[src/rtl/seq_ctrl_if.sv]
// seq_ctrl_if: control handshake and datapath strobe bundle for seq_ctrl.
//   master side (controller user) drives start, abort, iters and observes
//   dp_rst, ld, en, busy, done, cnt.
//   slave side (seq_ctrl) consumes the requests and drives the strobes.
interface seq_ctrl_if #(
    parameter int CNT_W = 8
) ();
    logic             start;
    logic             abort;
    logic [CNT_W-1:0] iters;
    logic             dp_rst;
    logic             ld;
    logic             en;
    logic             busy;
    logic             done;
    logic [CNT_W-1:0] cnt;

    modport master (
        output start, abort, iters,
        input  dp_rst, ld, en, busy, done, cnt
    );

    modport slave (
        input  start, abort, iters,
        output dp_rst, ld, en, busy, done, cnt
    );
endinterface

[src/rtl/seq_ctrl.sv]
// seq_ctrl: sequences a datapath through one clear cycle, one load cycle and
// a captured number of enable cycles, then a one-cycle done pulse.
// Runs can be aborted and, with AUTO_RESTART, relaunched straight from DONE.
//
// Ports:
//   clk  - rising-edge clock
//   clr  - synchronous active-high reset, overrides everything
//   bus  - seq_ctrl_if.slave:
//            start, abort, iters  (in)
//            dp_rst, ld, en, busy, done, cnt  (out)
//
// state | meaning
// ------+---------------------------------------------------------
// IDLE  | waiting for start; iters captured on acceptance
// CLEAR | one cycle of dp_rst; run counter cleared
// LOAD  | one cycle of ld; skips to DONE for a zero-length run
// RUN   | en high, counter increments; leaves after target cycles
// DONE  | one-cycle done pulse; may relaunch when AUTO_RESTART=1
module seq_ctrl #(
    parameter int CNT_W        = 8,
    parameter bit AUTO_RESTART = 1'b0
) (
    input  logic       clk,
    input  logic       clr,
    seq_ctrl_if.slave  bus
);

    typedef enum logic [2:0] {
        S_IDLE  = 3'd0,
        S_CLEAR = 3'd1,
        S_LOAD  = 3'd2,
        S_RUN   = 3'd3,
        S_DONE  = 3'd4
    } state_t;

    state_t           r_state;
    state_t           w_next_state;
    logic [CNT_W-1:0] r_cnt;
    logic [CNT_W-1:0] r_target;
    logic [CNT_W-1:0] w_target_m1;
    logic             w_capture;
    logic             w_last;

    logic w_dp_rst;
    logic w_ld;
    logic w_en;
    logic w_busy;
    logic w_done;

    // RUN is only entered with a non-zero target, so target-1 never wraps there.
    assign w_target_m1 = r_target - CNT_W'(1);
    assign w_last      = (r_cnt == w_target_m1);

    // iters is latched whenever a run is launched, from IDLE or from DONE.
    assign w_capture = bus.start &&
                       ((r_state == S_IDLE) ||
                        (AUTO_RESTART && (r_state == S_DONE)));

    always_ff @(posedge clk) begin
        if (clr) begin
            r_state  <= S_IDLE;
            r_cnt    <= '0;
            r_target <= '0;
        end else begin
            r_state <= w_next_state;
            if (w_capture) begin
                r_target <= bus.iters;
            end
            if (r_state == S_CLEAR) begin
                r_cnt <= '0;
            end else if (r_state == S_RUN) begin
                // Increments even on the aborting edge, so cnt reports issued en cycles.
                r_cnt <= r_cnt + CNT_W'(1);
            end
        end
    end

    always_comb begin
        w_next_state = S_IDLE;
        w_dp_rst     = 1'b0;
        w_ld         = 1'b0;
        w_en         = 1'b0;
        w_busy       = 1'b0;
        w_done       = 1'b0;
        case (r_state)
            S_IDLE: begin
                w_next_state = bus.start ? S_CLEAR : S_IDLE;
            end
            S_CLEAR: begin
                w_dp_rst     = 1'b1;
                w_busy       = 1'b1;
                w_next_state = bus.abort ? S_IDLE : S_LOAD;
            end
            S_LOAD: begin
                w_ld   = 1'b1;
                w_busy = 1'b1;
                if (bus.abort) begin
                    w_next_state = S_IDLE;
                end else if (r_target == '0) begin
                    w_next_state = S_DONE;
                end else begin
                    w_next_state = S_RUN;
                end
            end
            S_RUN: begin
                w_en   = 1'b1;
                w_busy = 1'b1;
                if (bus.abort) begin
                    w_next_state = S_IDLE;
                end else if (w_last) begin
                    w_next_state = S_DONE;
                end else begin
                    w_next_state = S_RUN;
                end
            end
            S_DONE: begin
                w_done = 1'b1;
                if (AUTO_RESTART && bus.start) begin
                    w_next_state = S_CLEAR;
                end else begin
                    w_next_state = S_IDLE;
                end
            end
            default: begin
                // Unused codes recover to IDLE.
                w_next_state = S_IDLE;
            end
        endcase
    end

    assign bus.dp_rst = w_dp_rst;
    assign bus.ld     = w_ld;
    assign bus.en     = w_en;
    assign bus.busy   = w_busy;
    assign bus.done   = w_done;
    assign bus.cnt    = r_cnt;

endmodule
[src/flat_wrapper.sv]
// flat-port wrapper written by rule: the top's interface ports become plain ports
module seq_ctrl_flat 
#(
    parameter int CNT_W        = 8,
    parameter bit AUTO_RESTART = 1'b0
)
  (clk, clr, bus_start, bus_abort, bus_iters, bus_dp_rst, bus_ld, bus_en, bus_busy, bus_done, bus_cnt);
  seq_ctrl_if #(.CNT_W(CNT_W)) bus_i ();
  input  logic clk;
  input  logic clr;
  input wire logic [$bits(bus_i.start)-1:0] bus_start;
  input wire logic [$bits(bus_i.abort)-1:0] bus_abort;
  input wire logic [$bits(bus_i.iters)-1:0] bus_iters;
  output wire logic [$bits(bus_i.dp_rst)-1:0] bus_dp_rst;
  output wire logic [$bits(bus_i.ld)-1:0] bus_ld;
  output wire logic [$bits(bus_i.en)-1:0] bus_en;
  output wire logic [$bits(bus_i.busy)-1:0] bus_busy;
  output wire logic [$bits(bus_i.done)-1:0] bus_done;
  output wire logic [$bits(bus_i.cnt)-1:0] bus_cnt;
  assign bus_i.start = bus_start;
  assign bus_i.abort = bus_abort;
  assign bus_i.iters = bus_iters;
  assign bus_dp_rst = bus_i.dp_rst;
  assign bus_ld = bus_i.ld;
  assign bus_en = bus_i.en;
  assign bus_busy = bus_i.busy;
  assign bus_done = bus_i.done;
  assign bus_cnt = bus_i.cnt;
  seq_ctrl #(.CNT_W(CNT_W), .AUTO_RESTART(AUTO_RESTART)) u_core (.clk(clk), .clr(clr), .bus(bus_i));
endmodule
[config.mk]
export PLATFORM = sky130hd
export DESIGN_NAME = seq_ctrl_flat
export DESIGN_NICKNAME = d
export VERILOG_FILES = /design/src/rtl/seq_ctrl_if.sv /design/src/rtl/seq_ctrl.sv /design/src/flat_wrapper.sv
export SDC_FILE = /design/constraint.sdc
export NUM_CORES = 1
export LEC_CHECK = 0
export CAP_MARGIN = 15
export CORE_ASPECT_RATIO = 1.1
export CORE_MARGIN = 2
export CORE_UTILIZATION = 52
export CTS_CLUSTER_SIZE = 25
export DETAILED_ROUTE_END_ITERATION = 10
export GPL_TIMING_DRIVEN = 0
export PLACE_DENSITY = 0.83
export SKIP_CTS_REPAIR_TIMING = 1
export SLEW_MARGIN = 15
export SYNTH_ARGS = -nofsm -noshare
export SYNTH_HDL_FRONTEND = slang
export SYNTH_SLANG_ARGS = --single-unit
export TNS_END_PERCENT = 5
[constraint.sdc]
create_clock -name clk -period 3.66 [get_ports clk]
set_clock_uncertainty 0.05 [all_clocks]
set_input_delay 0.549 -clock clk [delete_from_list [all_inputs] [get_ports clk]]
set_output_delay 0.549 -clock clk [all_outputs]
set_load 0.05 [all_outputs]
==> results_tabular.tex, run 1 <==
\begin{tabular}{lr}
\hline
Metric & Value \\
\hline
\multicolumn{2}{l}{\textbf{Synthesis}} \\
\quad Post-synthesis adder-cell area fraction & 3.49\% \\
\quad Fraction of synthesized cell area taken by the top area cell type & roughly 35\% \\
\quad Share of the synthesized area in compound gates (AO/OA/AOI/OAI) & a little over a tenth \\
\quad Main combinational cell family by area after synthesis & simple AND/OR/NAND/NOR gates \\
\quad Async set-or-reset flop fraction in the synthesized netlist & 0\% \\
\quad Fraction of synthesized cell area in xor and xnor cells & 14.7\% \\
\quad Synth Instances & 130 \\
\quad Average cell area after synthesis & 8.28 um2 \\
\quad Synth Area in Simple Gates & 30.8\% \\
\quad Unique cell type count in the Yosys netlist & 34 \\
\quad Yosys warning count & 0 \\
\quad Most used flip-flop cell after synthesis & dfxtp\_1 \\
\quad Main area contributors after synthesis & dfxtp\_1, xor2\_1, nand2\_1 \\
\quad Combined area of all synthesized cells & 1080 um2 \\
\quad Number of enable-type register cells in the synthesized netlist & 0 \\
\quad Syn Nets & approximately 150 \\
\quad Multiplexer share of the synthesized area & 1.86\% \\
\quad Flip-flop and latch count after synthesis & 19 \\
\quad Sequential area share after synthesis & 35.3\% \\
\quad Library cell with the largest summed area after synthesis & dfxtp\_1 \\
\multicolumn{2}{l}{\textbf{Finish}} \\
\quad Leading cell types in the layout, fill and taps excluded & clkdlybuf4s50\_1, nand2\_1, dfxtp\_1 \\
\quad Fraction of final layout cells with drive strength greater than 1 & 6.96\% \\
\quad Synth-to-layout area growth & 28.0\% \\
\quad Most common library cell in the layout ignoring fill and taps & clkdlybuf4s50\_1 \\
\quad Antenna fix cells & 0 \\
\quad Nets & 174 \\
\multicolumn{2}{l}{\textbf{Power}} \\
\quad Relative contribution of the clock network to total power & 24.7\% \\
\quad Net switching fraction of the power & 30.6\% \\
\quad Relative contribution of combinational cells to total power & 24.2\% \\
\quad Leakage & 0.502 nW \\
\quad Switching power & 0.000136 W \\
\quad Internal Pwr Total & about 0.00031 W \\
\quad Worst ir drop on vdd & $\sim$0.21 mV \\
\quad Part of the total power dissipated in sequential elements & around half \\
\quad Pwr Density & 322 nW/um2 \\
\multicolumn{2}{l}{\textbf{Timing}} \\
\quad Setup repair after global routing missed its margin & no \\
\quad Total negative slack for setup checks & 0 ns \\
\quad Max frequency & around 370 MHz \\
\quad Minimum clock period after layout & 2.69 ns \\
\quad Count of endpoints failing setup in the final report & 0 \\
\quad Transition time of the tightest slew-check pin & 0.721 ns \\
\quad Pins Over Slew Limit & 0 \\
\quad Tightest hold margin & 0.443 ns \\
\quad Final hold viol count & 0 \\
\quad Headroom to the max-slew limit & 51.8\% \\
\quad Ratio of final minimum period to clock period & 73.4\% \\
\multicolumn{2}{l}{\textbf{Die}} \\
\quad Initial standard-cell utilization of the core & 54.4\% \\
\quad Standard cell core area & 1980 um2 \\
\quad I/O pin count & 25 \\
\quad Overall die width & 47.4 um \\
\quad Vertical die dimension & 51.7 um \\
\quad Placement row count & 17 \\
\quad Floorplan die area & 2450 um2 \\
\multicolumn{2}{l}{\textbf{Global routing}} \\
\quad Combined global-route utilization of all metal layers & about a fifth \\
\quad Total congestion overflow after global routing & 0 \\
\quad Pin count of the biggest net entering global routing & 11 \\
\quad Initial antenna violation count & 0 \\
\quad Number of global-route vias before repair & 914 \\
\quad First-pass GRT wire length & 3710 um \\
\multicolumn{2}{l}{\textbf{Route}} \\
\quad DRC violations left & 0 \\
\quad Average via count per standard cell & 5.30 \\
\quad Post-Route WL & 2280 um \\
\quad Post-DRT Antenna Nets & 0 \\
\quad Number of iterations in the first detailed-routing pass & 4 \\
\quad Count of vias placed by the detailed router & 985 \\
\quad Number of design-rule violations left by the first detailed-router iteration & 11 \\
\quad DR WL/cell & $\sim$12 um \\
\multicolumn{2}{l}{\textbf{Outcome}} \\
\quad Status & finished clean \\
\multicolumn{2}{l}{\textbf{Worst setup path}} \\
\quad Kind of end point of the critical path & output pin \\
\quad Required time worst endpoint & 3.06 ns \\
\quad Nature of the critical path startpoint & flop \\
\quad Critical-path maximum fanout & 7 \\
\quad Worst Path Arrival & about 2.1 ns \\
\quad Start-to-end type of the worst setup path & reg -> out \\
\multicolumn{2}{l}{\textbf{Place}} \\
\quad Detailed Place HPWL & 1760 um \\
\quad Final GP Congestion & 0.816 \\
\quad PortBufs & 24 \\
\multicolumn{2}{l}{\textbf{Clock tree}} \\
\quad Cell at the root of the clock tree & clkbuf\_4 \\
\quad Clock insertion delay at the later pin of the skew report & 0.31 ns \\
\quad CTS HTree Levels & 1 \\
\quad Clock buffer count from CTS & 3 \\
\quad CTS tree & done \\
\quad Clock-pin slew of the registers on the worst-case setup and hold paths & approximately 0.1 ns \\
\quad Number of buffers on the longest clock path & 2 \\
\quad Total number of clock tree sinks & 19 \\
\multicolumn{2}{l}{\textbf{Min path}} \\
\quad HP Class & reg -> reg \\
\multicolumn{2}{l}{\textbf{Job}} \\
\quad Max-Cap Viols & 0 \\
\hline
\end{tabular}
area by class of cell:
class	instances	area [um2]
fill	168	601
timing repair buffer	24	240
clock buffer	4	26.3
buffer	4	22.5
multi-input combinational	104	662
tap	28	35.0
inverter	3	11.3
sequential	19	380
state kept, by name, summed over array words and instances (netlist names):
register,cells
u_core.r_state,3
u_core.r_target,8
u_core.bus.cnt,8
power by group through the flow:
stage	registers [W]	logic, W	clock network, W
final	0.000227	0.000107	0.000110
after global routing	0.000228	0.000117	0.000119
after CTS	0.000226	0.000108	0.000111
after detailed placement	0.000231	0.000107	0
after global placement	0.000231	0.000104	0
after floorplan	0.000232	0.0000735	0
Yosys cell counts (3+ instances only):
cell     number
o21ai_0       3
nand4_1       3
nor2_1       14
xnor2_1       8
nand2_1      22
nand3_1       3
xor2_1       10
inv_1         3
ha_1          3
dfxtp_1      19
a21oi_1      12
per-stage QoR:
stage	instances	power, W	setup slack (ns)	util, %	cell area, um2
after floorplan	130	0.000306	1.34	-	1080
after global placement	182	0.000334	1.40	68.3	1350
after detailed placement	182	0.000338	1.31	68.3	1350
after CTS	186	0.000445	0.972	69.6	1380
after global routing	186	0.000464	0.851	69.6	1380
final	186	0.000444	0.975	69.6	1380
layer usage:
layer  wire length [um]  track usage, %  up-vias
li1                   -               -      501
met1                960            22.7      461
met2               1180            37.6       18
met3                 90            4.17        5
met4                 49            9.72        0
met5                  0               0        -
logic make-up (layout without fill, tap and decap cells):
group / after synthesis / in the layout
buffers and inverters: 7 / 35
XOR/XNOR: 18 / 18
flip-flops: 19 / 19
AO/OA/AOI/OAI: 20 / 20
adder cells (fa/ha/maj): 3 / 3
multiplexers: 2 / 2
AND/OR/NAND/NOR: 61 / 61
worst max-delay path, stage by stage, from the launching register on:
cell and delay [ns]:
dfxtp_1 0.47, nor3b_1 0.42, clkdlybuf4s50_1 0.88
path summary, 6_finish.rpt:
check	startpoint	end	slack, ns	cells past startpoint
setup / recovery	u_core.r_state[1]$_SDFF_PP0_	bus_ld	0.97	2
hold / removal	u_core.r_target[6]$_SDFFE_PP0P_	u_core.r_target[6]$_SDFFE_PP0P_	0.44	2
setup reg to reg	u_core.r_target[0]$_SDFFE_PP0P_	u_core.r_state[2]$_SDFF_PP0_	1.51	7
hold reg to reg	u_core.r_target[6]$_SDFFE_PP0P_	u_core.r_target[6]$_SDFFE_PP0P_	0.44	2
Power figures use the tool's default switching activity.
==> inputs of run 2 (changes only) <==
--- a/config.mk
+++ b/config.mk
@@ -8,11 +8,11 @@
 export CAP_MARGIN = 15
 export CORE_ASPECT_RATIO = 1.1
 export CORE_MARGIN = 2
-export CORE_UTILIZATION = 52
+export CORE_UTILIZATION = 48
 export CTS_CLUSTER_SIZE = 25
 export DETAILED_ROUTE_END_ITERATION = 10
 export GPL_TIMING_DRIVEN = 0
-export PLACE_DENSITY = 0.83
+export PLACE_DENSITY = 0.77
 export SKIP_CTS_REPAIR_TIMING = 1
 export SLEW_MARGIN = 15
 export SYNTH_ARGS = -nofsm -noshare
==> constraint.sdc (replaced) <==
create_clock -name clk -period 2.8 [get_ports clk]
set_clock_uncertainty 0.05 [all_clocks]
set_input_delay 0.42 -clock clk [delete_from_list [all_inputs] [get_ports clk]]
set_output_delay 0.42 -clock clk [all_outputs]
set_load 0.05 [all_outputs]
==> run 2 against run 1 <==
Sequential share of layout area did not move. First-iteration DRC count fell by 27%. Die area rose by 7.6%. Setup slack got worse by 0.65 ns. Non-clock buffer count did not move. Critical path type unchanged.
==> results_tabular.tex, run 2 (same netlist as run 1, synthesis figures left out) <==
\begin{tabular}{lr}
\hline
Metric & Value \\
\hline
\multicolumn{2}{l}{\textbf{Route}} \\
\quad Count of vias placed by the detailed router & 979 (-0.61\%) \\
\quad Number of iterations in the first detailed-routing pass & 4 (unchanged) \\
\quad DRC violations left & 0 (unchanged) \\
\quad Post-DRT Antenna Nets & 0 (unchanged) \\
\quad Number of design-rule violations left by the first detailed-router iteration & 8 (-3) \\
\quad DR WL/cell & 12.3 um (+0.57\%) \\
\quad Post-Route WL & 2290 um (+0.57\%) \\
\quad Average via count per standard cell & 5.26 (-0.61\%) \\
\multicolumn{2}{l}{\textbf{Die}} \\
\quad Standard cell core area & 2060 um2 (+4.3\%) \\
\quad Overall die width & 49.1 um (+3.7\%) \\
\quad Placement row count & 17 (unchanged) \\
\quad I/O pin count & 25 (unchanged) \\
\quad Floorplan die area & 2640 um2 (+7.6\%) \\
\quad Initial standard-cell utilization of the core & 52.2\% (-2.2 points) \\
\quad Vertical die dimension & 53.7 um (+3.8\%) \\
\multicolumn{2}{l}{\textbf{Outcome}} \\
\quad Status & finished clean \\
\multicolumn{2}{l}{\textbf{Clock tree}} \\
\quad CTS HTree Levels & 1 (unchanged) \\
\quad Clock buffer count from CTS & 3 (unchanged) \\
\quad Clock-pin slew of the registers on the worst-case setup and hold paths & 0.10 ns (about the same) \\
\quad CTS tree & done \\
\quad Number of buffers on the longest clock path & 2 (unchanged) \\
\quad Clock insertion delay at the later pin of the skew report & 0.30 ns (about the same) \\
\quad Total number of clock tree sinks & 19 (unchanged) \\
\quad Cell at the root of the clock tree & clkbuf\_4 \\
\multicolumn{2}{l}{\textbf{Finish}} \\
\quad Antenna fix cells & 0 (unchanged) \\
\quad Leading cell types in the layout, fill and taps excluded & clkdlybuf4s50\_1, nand2\_1, dfxtp\_1 \\
\quad Most common library cell in the layout ignoring fill and taps & clkdlybuf4s50\_1 \\
\quad Fraction of final layout cells with drive strength greater than 1 & 6.96\% (unchanged) \\
\quad Nets & 174 (unchanged) \\
\quad Synth-to-layout area growth & 28.0\% (unchanged) \\
\multicolumn{2}{l}{\textbf{Place}} \\
\quad Detailed Place HPWL & 1820 um (+3.4\%) \\
\quad Final GP Congestion & 0.825 (+1.1\%) \\
\quad PortBufs & 24 (unchanged) \\
\quad Post-placement setup slack & 0.647 ns (-0.667 ns) \\
\multicolumn{2}{l}{\textbf{Power}} \\
\quad Final total power & 0.000575 W (+30\%) \\
\quad Worst ir drop on vdd & 0.306 mV (+44\%) \\
\quad Leakage & 0.502 nW (unchanged) \\
\quad Pwr Density & 418 nW/um2 (+30\%) \\
\multicolumn{2}{l}{\textbf{Worst setup path}} \\
\quad Reg-to-Reg Start & u\_core.r\_target[0]\$\_SDFFE\_PP0P\_ \\
\quad Nature of the critical path startpoint & flop \\
\quad Kind of end point of the critical path & output pin \\
\quad R2R Path End & u\_core.r\_state[2]\$\_SDFF\_PP0\_ \\
\quad Start-to-end type of the worst setup path & reg -> out \\
\quad Worst Reg2Reg Path Length in Cells & 7 (unchanged) \\
\quad Worst Path Arrival & 2.00 ns (-0.09 ns) \\
\quad Required time worst endpoint & 2.33 ns (-0.73 ns) \\
\quad Worst setup slack for register-to-register paths & 0.62 ns (-0.89 ns) \\
\quad Critical-path maximum fanout & 7 (unchanged) \\
\multicolumn{2}{l}{\textbf{Job}} \\
\quad Max-Cap Viols & 0 (unchanged) \\
\multicolumn{2}{l}{\textbf{Min path}} \\
\quad Instance count along the most critical hold path & 2 (unchanged) \\
\quad HP Class & reg -> reg \\
\quad End point of the worst hold path & u\_core.r\_target[6]\$\_SDFFE\_PP0P\_ \\
\quad Launch point of the worst hold path & u\_core.r\_target[6]\$\_SDFFE\_PP0P\_ \\
\multicolumn{2}{l}{\textbf{Global routing}} \\
\quad First-pass GRT wire length & 4000 um (+7.8\%) \\
\quad Pin count of the biggest net entering global routing & 11 (unchanged) \\
\quad Combined global-route utilization of all metal layers & 20.0\% (-1.1 points) \\
\quad Number of global-route vias before repair & 897 (-1.9\%) \\
\quad Total congestion overflow after global routing & 0 (unchanged) \\
\quad Initial antenna violation count & 0 (unchanged) \\
\multicolumn{2}{l}{\textbf{Timing}} \\
\quad Transition time of the tightest slew-check pin & 0.704 ns (-0.0172 ns) \\
\quad Ratio of final minimum period to clock period & 88.3\% \\
\quad Final hold viol count & 0 (unchanged) \\
\quad Count of endpoints failing setup in the final report & 0 (unchanged) \\
\quad Total negative slack for setup checks & 0 ns (unchanged) \\
\quad Headroom to the max-slew limit & 52.9\% (+1.1 points) \\
\quad Setup WS post-layout & 0.327 ns (-0.648 ns) \\
\quad Tightest hold margin & 0.462 ns (+0.0187 ns) \\
\quad Pins Over Slew Limit & 0 (unchanged) \\
\quad Setup repair after global routing missed its margin & no \\
\quad Minimum clock period after layout & 2.47 ns \\
\quad Max frequency & 404 MHz \\
\hline
\end{tabular}
run 2: cell counts in the layout (fill, tap and decap cells not counted):
Identical to the previous run, type by type.
run 2: worst max-delay path: stages, from the launching register on:
cell	delay [ns]
dfxtp_1	0.46
nor3b_1	0.37
clkdlybuf4s50_1	0.88
run 2: metal layers:
metal | vias up | part of all wire [%] | global-route usage [%]
met1 | 450 | 43 | 22.9
met3 | 4 | 3.8 | 3.06
met5 | - | 0 | 0
met2 | 25 | 52 | 36.3
li1 | 500 | - | -
met4 | 0 | 1.8 | 11.4
run 2: worst max path at each step:
| stage | slack [ns] | to | startpoint |
|---|---|---|---|
| after floorplan | 0.58 | u_core.r_state[0]$_SDFF_PP0_ | u_core.r_state[1]$_SDFF_PP0_ |
| after global placement | 0.66 | bus_ld | u_core.r_state[1]$_SDFF_PP0_ |
| after detailed placement | 0.65 | bus_ld | u_core.r_state[1]$_SDFF_PP0_ |
| after CTS | 0.30 | bus_ld | u_core.r_state[1]$_SDFF_PP0_ |
| after global routing | 0.16 | bus_ld | u_core.r_state[1]$_SDFF_PP0_ |
| final | 0.33 | bus_ld | u_core.r_state[1]$_SDFF_PP0_ |
run 2: per-stage QoR:
step / util [%] / instances / cell area, um2
after floorplan: - / 130 / 1080
after global placement: 65.5 / 182 / 1350
after detailed placement: 65.5 / 182 / 1350
after CTS: 66.8 / 186 / 1380
after global routing: 66.8 / 186 / 1380
final: 66.8 / 186 / 1380
run 2: area by class of cell:
type,count,area (um2)
Buffer,4,22.5
Clock buffer,4,26.3
Fill cell,197,686
Inverter,3,11.3
Multi-Input combinational cell,104,662
Sequential cell,19,380
Tap cell,28,35.0
Timing Repair Buffer,24,240
run 2: report_power, final:
| part | total (W) | internal, W | switching [W] |
|---|---|---|---|
| clock | 0.000139 | 0.0000555 | 0.0000831 |
| sequential | 0.000296 | 0.000281 | 0.0000153 |
| combinational | 0.000141 | 0.0000659 | 0.0000749 |
| total | 0.000575 | 0.000402 | 0.000173 |
==> inputs of run 3 (changes only) <==
--- a/config.mk
+++ b/config.mk
@@ -12,7 +12,7 @@
 export CTS_CLUSTER_SIZE = 25
 export DETAILED_ROUTE_END_ITERATION = 10
 export GPL_TIMING_DRIVEN = 0
-export PLACE_DENSITY = 0.77
+export PLACE_DENSITY = 0.88
 export SKIP_CTS_REPAIR_TIMING = 1
 export SLEW_MARGIN = 15
 export SYNTH_ARGS = -nofsm -noshare
==> run 3 against run 2 <==
Core utilization is the same. Clock power is essentially flat. Maximum frequency grew 0.59%. Sequential share of layout area is the same. Routed wire length shrank 2.3%. Combinational power is essentially flat. Largest cell class unchanged. Critical path type unchanged. Total power shrank 0.31%. Register-to-register slack is essentially flat.
==> results_tabular.tex, run 3 (same netlist as run 1, synthesis figures left out) <==
\begin{tabular}{lr}
\hline
Metric & Value \\
\hline
\multicolumn{2}{l}{\textbf{Place}} \\
\quad PortBufs & 24 (unchanged) \\
\quad Detailed Place HPWL & 1740 um (-4.6\%) \\
\quad Post-placement setup slack & 0.650 ns (+0.00303 ns) \\
\quad Final GP Congestion & 0.838 (+1.6\%) \\
\quad Cell count after placement & 182 (unchanged) \\
\quad Cell area reported after detailed placement & 1350 um2 (unchanged) \\
\multicolumn{2}{l}{\textbf{Route}} \\
\quad DR WL/cell & 12.0 um (-2.3\%) \\
\quad Number of iterations in the first detailed-routing pass & 4 (unchanged) \\
\quad Average via count per standard cell & 5.29 (+0.51\%) \\
\quad Number of design-rule violations left by the first detailed-router iteration & 15 (+7) \\
\quad Post-DRT Antenna Nets & 0 (unchanged) \\
\quad Post-Route WL & 2240 um (-2.3\%) \\
\quad Count of vias placed by the detailed router & 984 (+0.51\%) \\
\quad DRC violations left & 0 (unchanged) \\
\multicolumn{2}{l}{\textbf{Worst setup path}} \\
\quad Critical-path maximum fanout & 7 (unchanged) \\
\quad Reg-to-Reg Start & u\_core.r\_target[0]\$\_SDFFE\_PP0P\_ \\
\quad Start-to-end type of the worst setup path & reg -> out \\
\quad Kind of end point of the critical path & output pin \\
\quad Worst Path Arrival & 1.99 ns (about the same) \\
\quad Worst Reg2Reg Path Length in Cells & 7 (unchanged) \\
\quad Required time worst endpoint & 2.33 ns (about the same) \\
\quad R2R Path End & u\_core.r\_state[2]\$\_SDFF\_PP0\_ \\
\quad Nature of the critical path startpoint & flop \\
\quad Worst setup slack for register-to-register paths & 0.62 ns (about the same) \\
\multicolumn{2}{l}{\textbf{Global routing}} \\
\quad Pin count of the biggest net entering global routing & 11 (unchanged) \\
\quad Number of global-route vias before repair & 932 (+3.9\%) \\
\quad Combined global-route utilization of all metal layers & 18.4\% (-1.6 points) \\
\quad First-pass GRT wire length & 3840 um (-3.8\%) \\
\quad Initial antenna violation count & 0 (unchanged) \\
\quad Total congestion overflow after global routing & 0 (unchanged) \\
\multicolumn{2}{l}{\textbf{Finish}} \\
\quad Most common library cell in the layout ignoring fill and taps & clkdlybuf4s50\_1 \\
\quad Nets & 174 (unchanged) \\
\quad Leading cell types in the layout, fill and taps excluded & clkdlybuf4s50\_1, nand2\_1, dfxtp\_1 \\
\quad Count of placed standard cells in the final layout, fillers left out & 186 (unchanged) \\
\quad \# fillers & 196 (-0.51\%) \\
\quad Fraction of final layout cells with drive strength greater than 1 & 6.96\% (unchanged) \\
\quad Synth-to-layout area growth & 28.0\% (unchanged) \\
\quad Antenna fix cells & 0 (unchanged) \\
\quad Post-route cell area & 1380 um2 (unchanged) \\
\multicolumn{2}{l}{\textbf{Timing}} \\
\quad Final hold viol count & 0 (unchanged) \\
\quad Setup repair after global routing missed its margin & no \\
\quad Setup WS post-layout & 0.341 ns (+0.0145 ns) \\
\quad Count of endpoints failing setup in the final report & 0 (unchanged) \\
\quad Max frequency & 407 MHz (+0.59\%) \\
\quad Ratio of final minimum period to clock period & 87.8\% (-0.52 points) \\
\quad Pins Over Slew Limit & 0 (unchanged) \\
\quad Minimum clock period after layout & 2.46 ns (-0.0145 ns) \\
\quad Transition time of the tightest slew-check pin & 0.743 ns (+0.0386 ns) \\
\quad Headroom to the max-slew limit & 50.4\% (-2.6 points) \\
\quad Tightest hold margin & 0.451 ns (-0.0111 ns) \\
\quad Total negative slack for setup checks & 0 ns (unchanged) \\
\multicolumn{2}{l}{\textbf{Clock tree}} \\
\quad CTS tree & done \\
\quad Number of buffers on the longest clock path & 2 (unchanged) \\
\quad CTS HTree Levels & 1 (unchanged) \\
\quad Total number of clock tree sinks & 19 (unchanged) \\
\quad Clock buffer count from CTS & 3 (unchanged) \\
\quad Cell at the root of the clock tree & clkbuf\_4 \\
\quad Clock-pin slew of the registers on the worst-case setup and hold paths & 0.10 ns (about the same) \\
\quad Clock insertion delay at the later pin of the skew report & 0.30 ns (about the same) \\
\multicolumn{2}{l}{\textbf{Power}} \\
\quad Leakage & 0.502 nW (unchanged) \\
\quad Relative contribution of combinational cells to total power & 24.3\% (-0.2 points) \\
\quad Relative contribution of the clock network to total power & 24.1\% (about the same) \\
\quad Switching power & 0.000172 W (-0.94\%) \\
\quad Internal Pwr Total & 0.000402 W (about the same) \\
\quad Worst ir drop on vdd & 0.327 mV (+6.9\%) \\
\quad Part of the total power dissipated in sequential elements & 51.6\% (about the same) \\
\quad Net switching fraction of the power & 29.9\% (-0.19 points) \\
\quad Pwr Density & 416 nW/um2 (-0.31\%) \\
\multicolumn{2}{l}{\textbf{Die}} \\
\quad Overall die width & 49.1 um (unchanged) \\
\quad I/O pin count & 25 (unchanged) \\
\quad Vertical die dimension & 53.7 um (unchanged) \\
\quad Placement row count & 17 (unchanged) \\
\quad Initial standard-cell utilization of the core & 52.2\% (unchanged) \\
\quad Standard cell core area & 2060 um2 (unchanged) \\
\quad Floorplan die area & 2640 um2 (unchanged) \\
\multicolumn{2}{l}{\textbf{Outcome}} \\
\quad Status & finished clean \\
\multicolumn{2}{l}{\textbf{Job}} \\
\quad Max-Cap Viols & 0 (unchanged) \\
\multicolumn{2}{l}{\textbf{Min path}} \\
\quad HP Class & reg -> reg \\
\quad Launch point of the worst hold path & u\_core.r\_target[6]\$\_SDFFE\_PP0P\_ \\
\quad Instance count along the most critical hold path & 2 (unchanged) \\
\quad End point of the worst hold path & u\_core.r\_target[6]\$\_SDFFE\_PP0P\_ \\
\hline
\end{tabular}
## run 3: cell counts in the layout (fill, tap and decap cells not counted)
No cell type changed its count.
## run 3: area by class of cell
| class | instances | area (um2) | area share (%) |
|---|---|---|---|
| timing repair buffer | 24 | 240 | 17.4 |
| inverter | 3 | 11.3 | 0.817 |
| buffer | 4 | 22.5 | 1.63 |
| tap | 28 | 35.0 | 2.54 |
| sequential | 19 | 380 | 27.6 |
| multi-input combinational | 104 | 662 | 48.0 |
| clock buffer | 4 | 26.3 | 1.91 |
## run 3: per-stage QoR
step / utilization, % / power (W)
2_1_floorplan: - / 0.000399
3_3_place_gp: 65.5 / 0.000436
3_5_place_dp: 65.5 / 0.000441
4_1_cts: 66.8 / 0.000577
5_1_grt: 66.8 / 0.000601
6_report: 66.8 / 0.000574
## run 3: power groups by stage
| stage | Sequential, W | Clock, W | Combinational [W] |
|---|---|---|---|
| 2_1_floorplan | 0.000303 | 0 | 0.0000961 |
| 3_3_place_gp | 0.000301 | 0 | 0.000135 |
| 3_5_place_dp | 0.000302 | 0 | 0.000139 |
| 4_1_cts | 0.000296 | 0.000141 | 0.000140 |
| 5_1_grt | 0.000298 | 0.000150 | 0.000153 |
| 6_report | 0.000296 | 0.000138 | 0.000139 |
## run 3: worst max-delay path: stages, from the launching register on
cell	delay, ns
dfxtp_1	0.45
nor3b_1	0.36
clkdlybuf4s50_1	0.87
## run 3: per-layer routing
layer | vias up | part of all wire, % | track usage (%)
met2 | 19 | 50 | 35.4
met3 | 5 | 3.2 | 1.11
met5 | - | 0 | 0
met1 | 457 | 45 | 21.2
li1 | 503 | - | -
met4 | 0 | 1.4 | 8.57
## run 3: worst max-delay path by stage
| stage | cells after the start | end | from | slack (ns) |
|---|---|---|---|---|
| after global routing | 2 | bus_ld | u_core.r_state[1]$_SDFF_PP0_ | 0.18 |
| after global placement | 2 | bus_ld | u_core.r_state[1]$_SDFF_PP0_ | 0.67 |
| after floorplan | 4 | u_core.r_state[0]$_SDFF_PP0_ | u_core.r_state[1]$_SDFF_PP0_ | 0.58 |
| after CTS | 2 | bus_ld | u_core.r_state[1]$_SDFF_PP0_ | 0.33 |
| after detailed placement | 7 | u_core.r_state[2]$_SDFF_PP0_ | u_core.r_target[0]$_SDFFE_PP0P_ | 0.65 |
| final | 2 | bus_ld | u_core.r_state[1]$_SDFF_PP0_ | 0.34 |
==> RTL change 1: new RTL, flow settings as in run 2 <==
`AUTO_RESTART` is set to 1'b0 in 2 places; all go to 1'b1.
--- a/src/rtl/seq_ctrl.sv
+++ b/src/rtl/seq_ctrl.sv
@@ -18,7 +18,7 @@
 // DONE  | one-cycle done pulse; may relaunch when AUTO_RESTART=1
 module seq_ctrl #(
     parameter int CNT_W        = 8,
-    parameter bit AUTO_RESTART = 1'b0
+    parameter bit AUTO_RESTART = 1'b1
 ) (
     input  logic       clk,
     input  logic       clr,
--- a/src/flat_wrapper.sv
+++ b/src/flat_wrapper.sv
@@ -2,7 +2,7 @@
 module seq_ctrl_flat 
 #(
     parameter int CNT_W        = 8,
-    parameter bit AUTO_RESTART = 1'b0
+    parameter bit AUTO_RESTART = 1'b1
 )
   (clk, clr, bus_start, bus_abort, bus_iters, bus_dp_rst, bus_ld, bus_en, bus_busy, bus_done, bus_cnt);
   seq_ctrl_if #(.CNT_W(CNT_W)) bus_i ();
Formal check against the unedited RTL: not equivalent (Yosys sat finds a counterexample within 10 cycles, from zero or initial values).
==> RTL change 1 against run 2 <==
- maximum frequency shrank 5.7%
- cell area shrank 0.64%
- power shrank 5.9%
- sequential power shrank 2%
- area after synthesis shrank 0.93%
- die area shrank 0.85%
- worst setup slack lost 0.15 ns
- first-iteration DRC count grew 130%
- synthesized cell count grew 0.77%
- via count grew 2.2%
- sequential cell count is the same
- global-route usage shrank 0.31 points
- routed wire length shrank 4.1%
- largest cell class unchanged
- largest power group unchanged
- highest routed layer unchanged
==> RTL change 1: results (changes against run 2) <==
Status = complete, no violations
VDD IR max = 402 µV (+31%)
Top post-synthesis cells by area = dfxtp_1 36%, nand2_1 7.0%, xor2_1 6.6%
DRT Pass-1 Iters = 4 (unchanged)
Syn_nets = 146 (+0.69%)
Finished Layout Cells = 187 (+0.54%)
Clock Latency Late Sink = 0.29 ns
Detailed placement HPWL = 1790 µm (-1.5%)
Ys flop type = dfxtp_1
IO Port Bufs = 24 (unchanged)
Inst Count DP = 183 (+0.55%)
Pre-CTS setup slack = 0.491 ns (-0.157 ns)
Largest net degree at the start of global routing = 12 (+1)
Slowest cell on the critical path = clkdlybuf4s50_1
Antenna violations before repair = 0 (unchanged)
Comb pwr = 117 µW (-17%)
Iter 0 DRT Violations = 18 (+10)
Crit Path Max Fanout = 9 (+2)
Vias = 1,001 (+2.2%)
Leak = 0.000509 µW (+1.4%)
Antenna fix cells = 0 (unchanged)
Comb power frac = 21.7% (-2.8 points)
Most frequent cells after synthesis = 20 x nand2_1, 19 x dfxtp_1, 14 x nor2_1
Gr usage total = 19.7% (-0.31 points)
CP arrival = 2.15 ns (+0.15 ns)
Vias in the first global route = 956 (+6.6%)
P_int = 386 µW (-4.0%)
Worst slew pin tran = 0.504 ns (-0.200 ns)
CTS max path bufs = 2 (unchanged)
Clk. pwr = 133 µW (-4%)
Share of post-route cells with drive strength above 1 = 6.92% (-0.044 points)
CP max stage delay = 0.90 ns (+0.02 ns)
Gpl congestion = 0.768 (-6.9%)
Root buffer cell = clkbuf_4
Async S/R FF share, synth = 0% (unchanged)
TritonCTS Buffers = 3 (unchanged)
CTS clk-pin slew, worst paths = 0.10 ns (about the same)
First-pass GRT wire length = 4010 µm (+0.33%)
Seq/Total Area, Yosys = 35.7% (+0.33 points)
Mapped Cells = 131 (+0.77%)
H-tree levels = 1 (unchanged)
Distinct cells, synth = 38 (+12%)
Pins Over Slew Limit = 0 (unchanged)
Placed inst area = 1340 µm² (-0.74%)
Hold WC Path Type = reg -> reg
Cell family with most CP delay = buffers and inverters
WL/cell = 11.7 µm (-4.7%)
Yosys synthesis warning count = 0 (unchanged)
## RTL change 1: changes by cell type after synthesis, moves of 2 or more
cell,run 2,this run
nor2b_1,0,2
nor3_1,0,2
clkbuf_1,2,4
xnor2_1,8,6
buf_4,2,0
nand3b_1,2,0
nand2_1,22,20
xor2_1,10,8
nand2b_1,0,2
## RTL change 1: cell type report
class	count	area, µm²
fillers	196	694
multi-input cells	104	654
flip-flops and latches	19	380
repair buffers	24	240
well taps	28	35.0
clock buffers	3	22.5
plain buffers	5	20.0
inverters	3	11.3
clock inverters	1	5.00
## RTL change 1: worst register-to-register path, stage by stage (launching register included)
cell and delay [ns]:
dfxtp_1 0.45, inv_1 0.10, ha_1 0.31, xnor2_1 0.12, nor2_1 0.11, o2111ai_1 0.14
a311oi_2 0.36, a32o_1 0.21
## RTL change 1: kinds of logic (layout without fill, tap and decap cells)
logic type                 count (synthesis)  after routing  share of synthesized area [%]
DFF                                       19             19                           35.7
AOI/OAI and AO/OA                         21             21                           12.6
xor gates and xnor gates                  14             14                           11.5
buffers and inverters                      8             36                           2.93
muxes                                      2              2                           1.88
adders and majority gates                  3              3                           3.52
and+or+nand+nor                           64             64                           31.9
## RTL change 1: worst paths after layout
path,to,cells past startpoint,slack (ns),start
max,bus_en,3,0.18,u_core.r_state[2]
min,u_core.r_target[7],2,0.46,u_core.r_target[7]
max reg2reg,u_core.r_state[2],7,0.89,u_core.r_target[0]
min reg2reg,u_core.r_target[7],2,0.46,u_core.r_target[7]
## RTL change 1: routing by layer
metal	vias up	track usage (%)	wire (µm)
met1	466	23.5	1010
li1	512	-	-
met2	18	36.3	1080
met3	5	2.82	76
met4	0	7.14	29
met5	-	0	0
==> RTL change 2: new RTL, settings of run 2 <==
Without the edit above. Encoding of `state_t`: now Gray code (3 bits for 5 states).
--- a/src/rtl/seq_ctrl.sv
+++ b/src/rtl/seq_ctrl.sv
@@ -26,11 +26,11 @@
 );
 
     typedef enum logic [2:0] {
-        S_IDLE  = 3'd0,
-        S_CLEAR = 3'd1,
-        S_LOAD  = 3'd2,
-        S_RUN   = 3'd3,
-        S_DONE  = 3'd4
+        S_IDLE  = 3'b000,
+        S_CLEAR = 3'b001,
+        S_LOAD  = 3'b011,
+        S_RUN   = 3'b010,
+        S_DONE  = 3'b110
     } state_t;
 
     state_t           r_state;
Formal check against the unedited RTL: no difference found for any inputs over 10 cycles, from zero or initial values; not proved beyond that.
==> RTL change 2 against run 2 <==
- synthesized cell count down 1.5%
- global-route usage down 1.3 points
- cell area down 1.6%
- area after synthesis down 2.1%
- sequential cell count unchanged
- sequential power about the same
- routed wire length down 4.8%
- power down 2.1%
- first-iteration DRC count up 140%
- worst setup slack worse by 0.038 ns
- utilization down 0.41 points
==> RTL change 2: results (changes against run 2) <==
Synth Area in Adders = 2.38% (-1.1 points)
TritonCTS Buffers = 3 (unchanged)
Pins Over Slew Limit = 0 (unchanged)
Inst Count DP = 180 (-1.1%)
# nets final = 171 (-1.7%)
Antenna violations before repair = 0 (unchanged)
Synth Area in Compound Gates = 10.7% (about the same)
CP arrival = 2.04 ns (+0.04 ns)
Antenna fix cells = 0 (unchanged)
Worst slew pin tran = 0.739 ns (+0.0347 ns)
Crit Path Max Fanout = 8 (+1)
Ys flop type = dfxtp_1
Share of post-route cells with drive strength above 1 = 9.62% (+2.7 points)
First-pass GRT wire length = 3670 µm (-8.1%)
Status = complete, no violations
Gpl congestion = 0.779 (-5.5%)
Hold WC Path Type = reg -> reg
Vias = 967 (-1.2%)
VDD IR max = 290 µV (-5.3%)
Met3 wire length = 89 µm (+2.3%)
Most frequent cells after synthesis = 19 x dfxtp_1, 19 x nand2_1, 15 x nor2_1
GR Layer Usage met1 = 20.5% (-2.4 points)
CP max stage delay = 0.88 ns (about the same)
Detailed placement HPWL = 1670 µm (-8.0%)
Leak = 0.000504 µW (+0.47%)
Vias/cell = 5.26 (-0.15%)
Gr usage total = 18.8% (-1.3 points)
Root buffer cell = clkbuf_4
Top post-synthesis cells by area = dfxtp_1 36%, nand2_1 6.8%, xnor2_1 6.7%
Pre-CTS setup slack = 0.639 ns (-0.00863 ns)
Iter 0 DRT Violations = 19 (+11)
Final hold vios = 0 (unchanged)
WL met1 = 994 µm (+1.5%)
Syn_nets = 142 (-2.1%)
Metal2 WL = 1070 µm (-9.7%)
CTS max path bufs = 2 (unchanged)
Xor/xnor share of the synthesized area = 12.5% (-2.2 points)
WL/cell = 11.8 µm (-3.8%)
Top routing layer used = met4
Mux share of post-synthesis cell area = 1.90% (+0.040 points)
CTS clk-pin slew, worst paths = 0.11 ns
Distinct cells, synth = 35 (+2.9%)
Met3 Use GR = 3.67% (+0.62 points)
Seq/Total Area, Yosys = 36.1% (+0.76 points)
Met2 Use GR = 35.2% (-1.1 points)
IO Port Bufs = 24 (unchanged)
Mapped Cells = 128 (-1.5%)
Vias in the first global route = 830 (-7.5%)
RTL change 2: cell count changes in the layout (fill, tap and decap cells not counted), sizes merged, moves of 3 or more:
cell	delta
a31oi	+3
nor2b	+3
nor3	+4
nand2	-3
xor2	-3
RTL change 2: kinds of logic (layout without fill, tap and decap cells):
group	after synthesis	after routing
AND/OR/NAND/NOR	63	63
AO/OA/AOI/OAI	19	19
flip-flops	19	19
XOR/XNOR	15	15
buffers and inverters	8	36
adder cells (fa/ha/maj)	2	2
multiplexers	2	2
RTL change 2: stage by stage:
step | instance area (µm²) | hold slack (ns)
2_1_floorplan | 1050 | 0.412
3_3_place_gp | 1330 | 0.430
3_5_place_dp | 1330 | 0.438
4_1_cts | 1360 | 0.453
5_1_grt | 1360 | 0.496
6_report | 1360 | 0.452
RTL change 2: where the power goes:
group	switching [µW]	total [µW]	internal (µW)
sequential	14.5	295	280
clock	86.7	142	55.6
combinational	66.9	126	59.3
RTL change 2: tightest hold or removal path, cell delays in order (launching register included):
cell     delay (ns)
dfxtp_1        0.35
nand2_1        0.06
a21oi_1        0.05
RTL change 2: area by class of cell:
class	count	area [µm²]
multi-input cells	101	632
inverters	2	7.51
clock buffers	4	26.3
fillers	182	687
flip-flops and latches	19	380
well taps	28	35.0
plain buffers	6	33.8
repair buffers	24	240
RTL change 2: worst paths after layout:
kind	from	to	slack, ns	depth (start not counted)
worst max-delay path	u_core.r_state[1]	bus_en	0.29	2
worst min register to register	u_core.r_target[7]	u_core.r_target[7]	0.45	2
worst max register to register	u_core.r_target[0]	u_core.r_state[2]	0.65	9
worst min-delay path	u_core.r_target[7]	u_core.r_target[7]	0.45	2
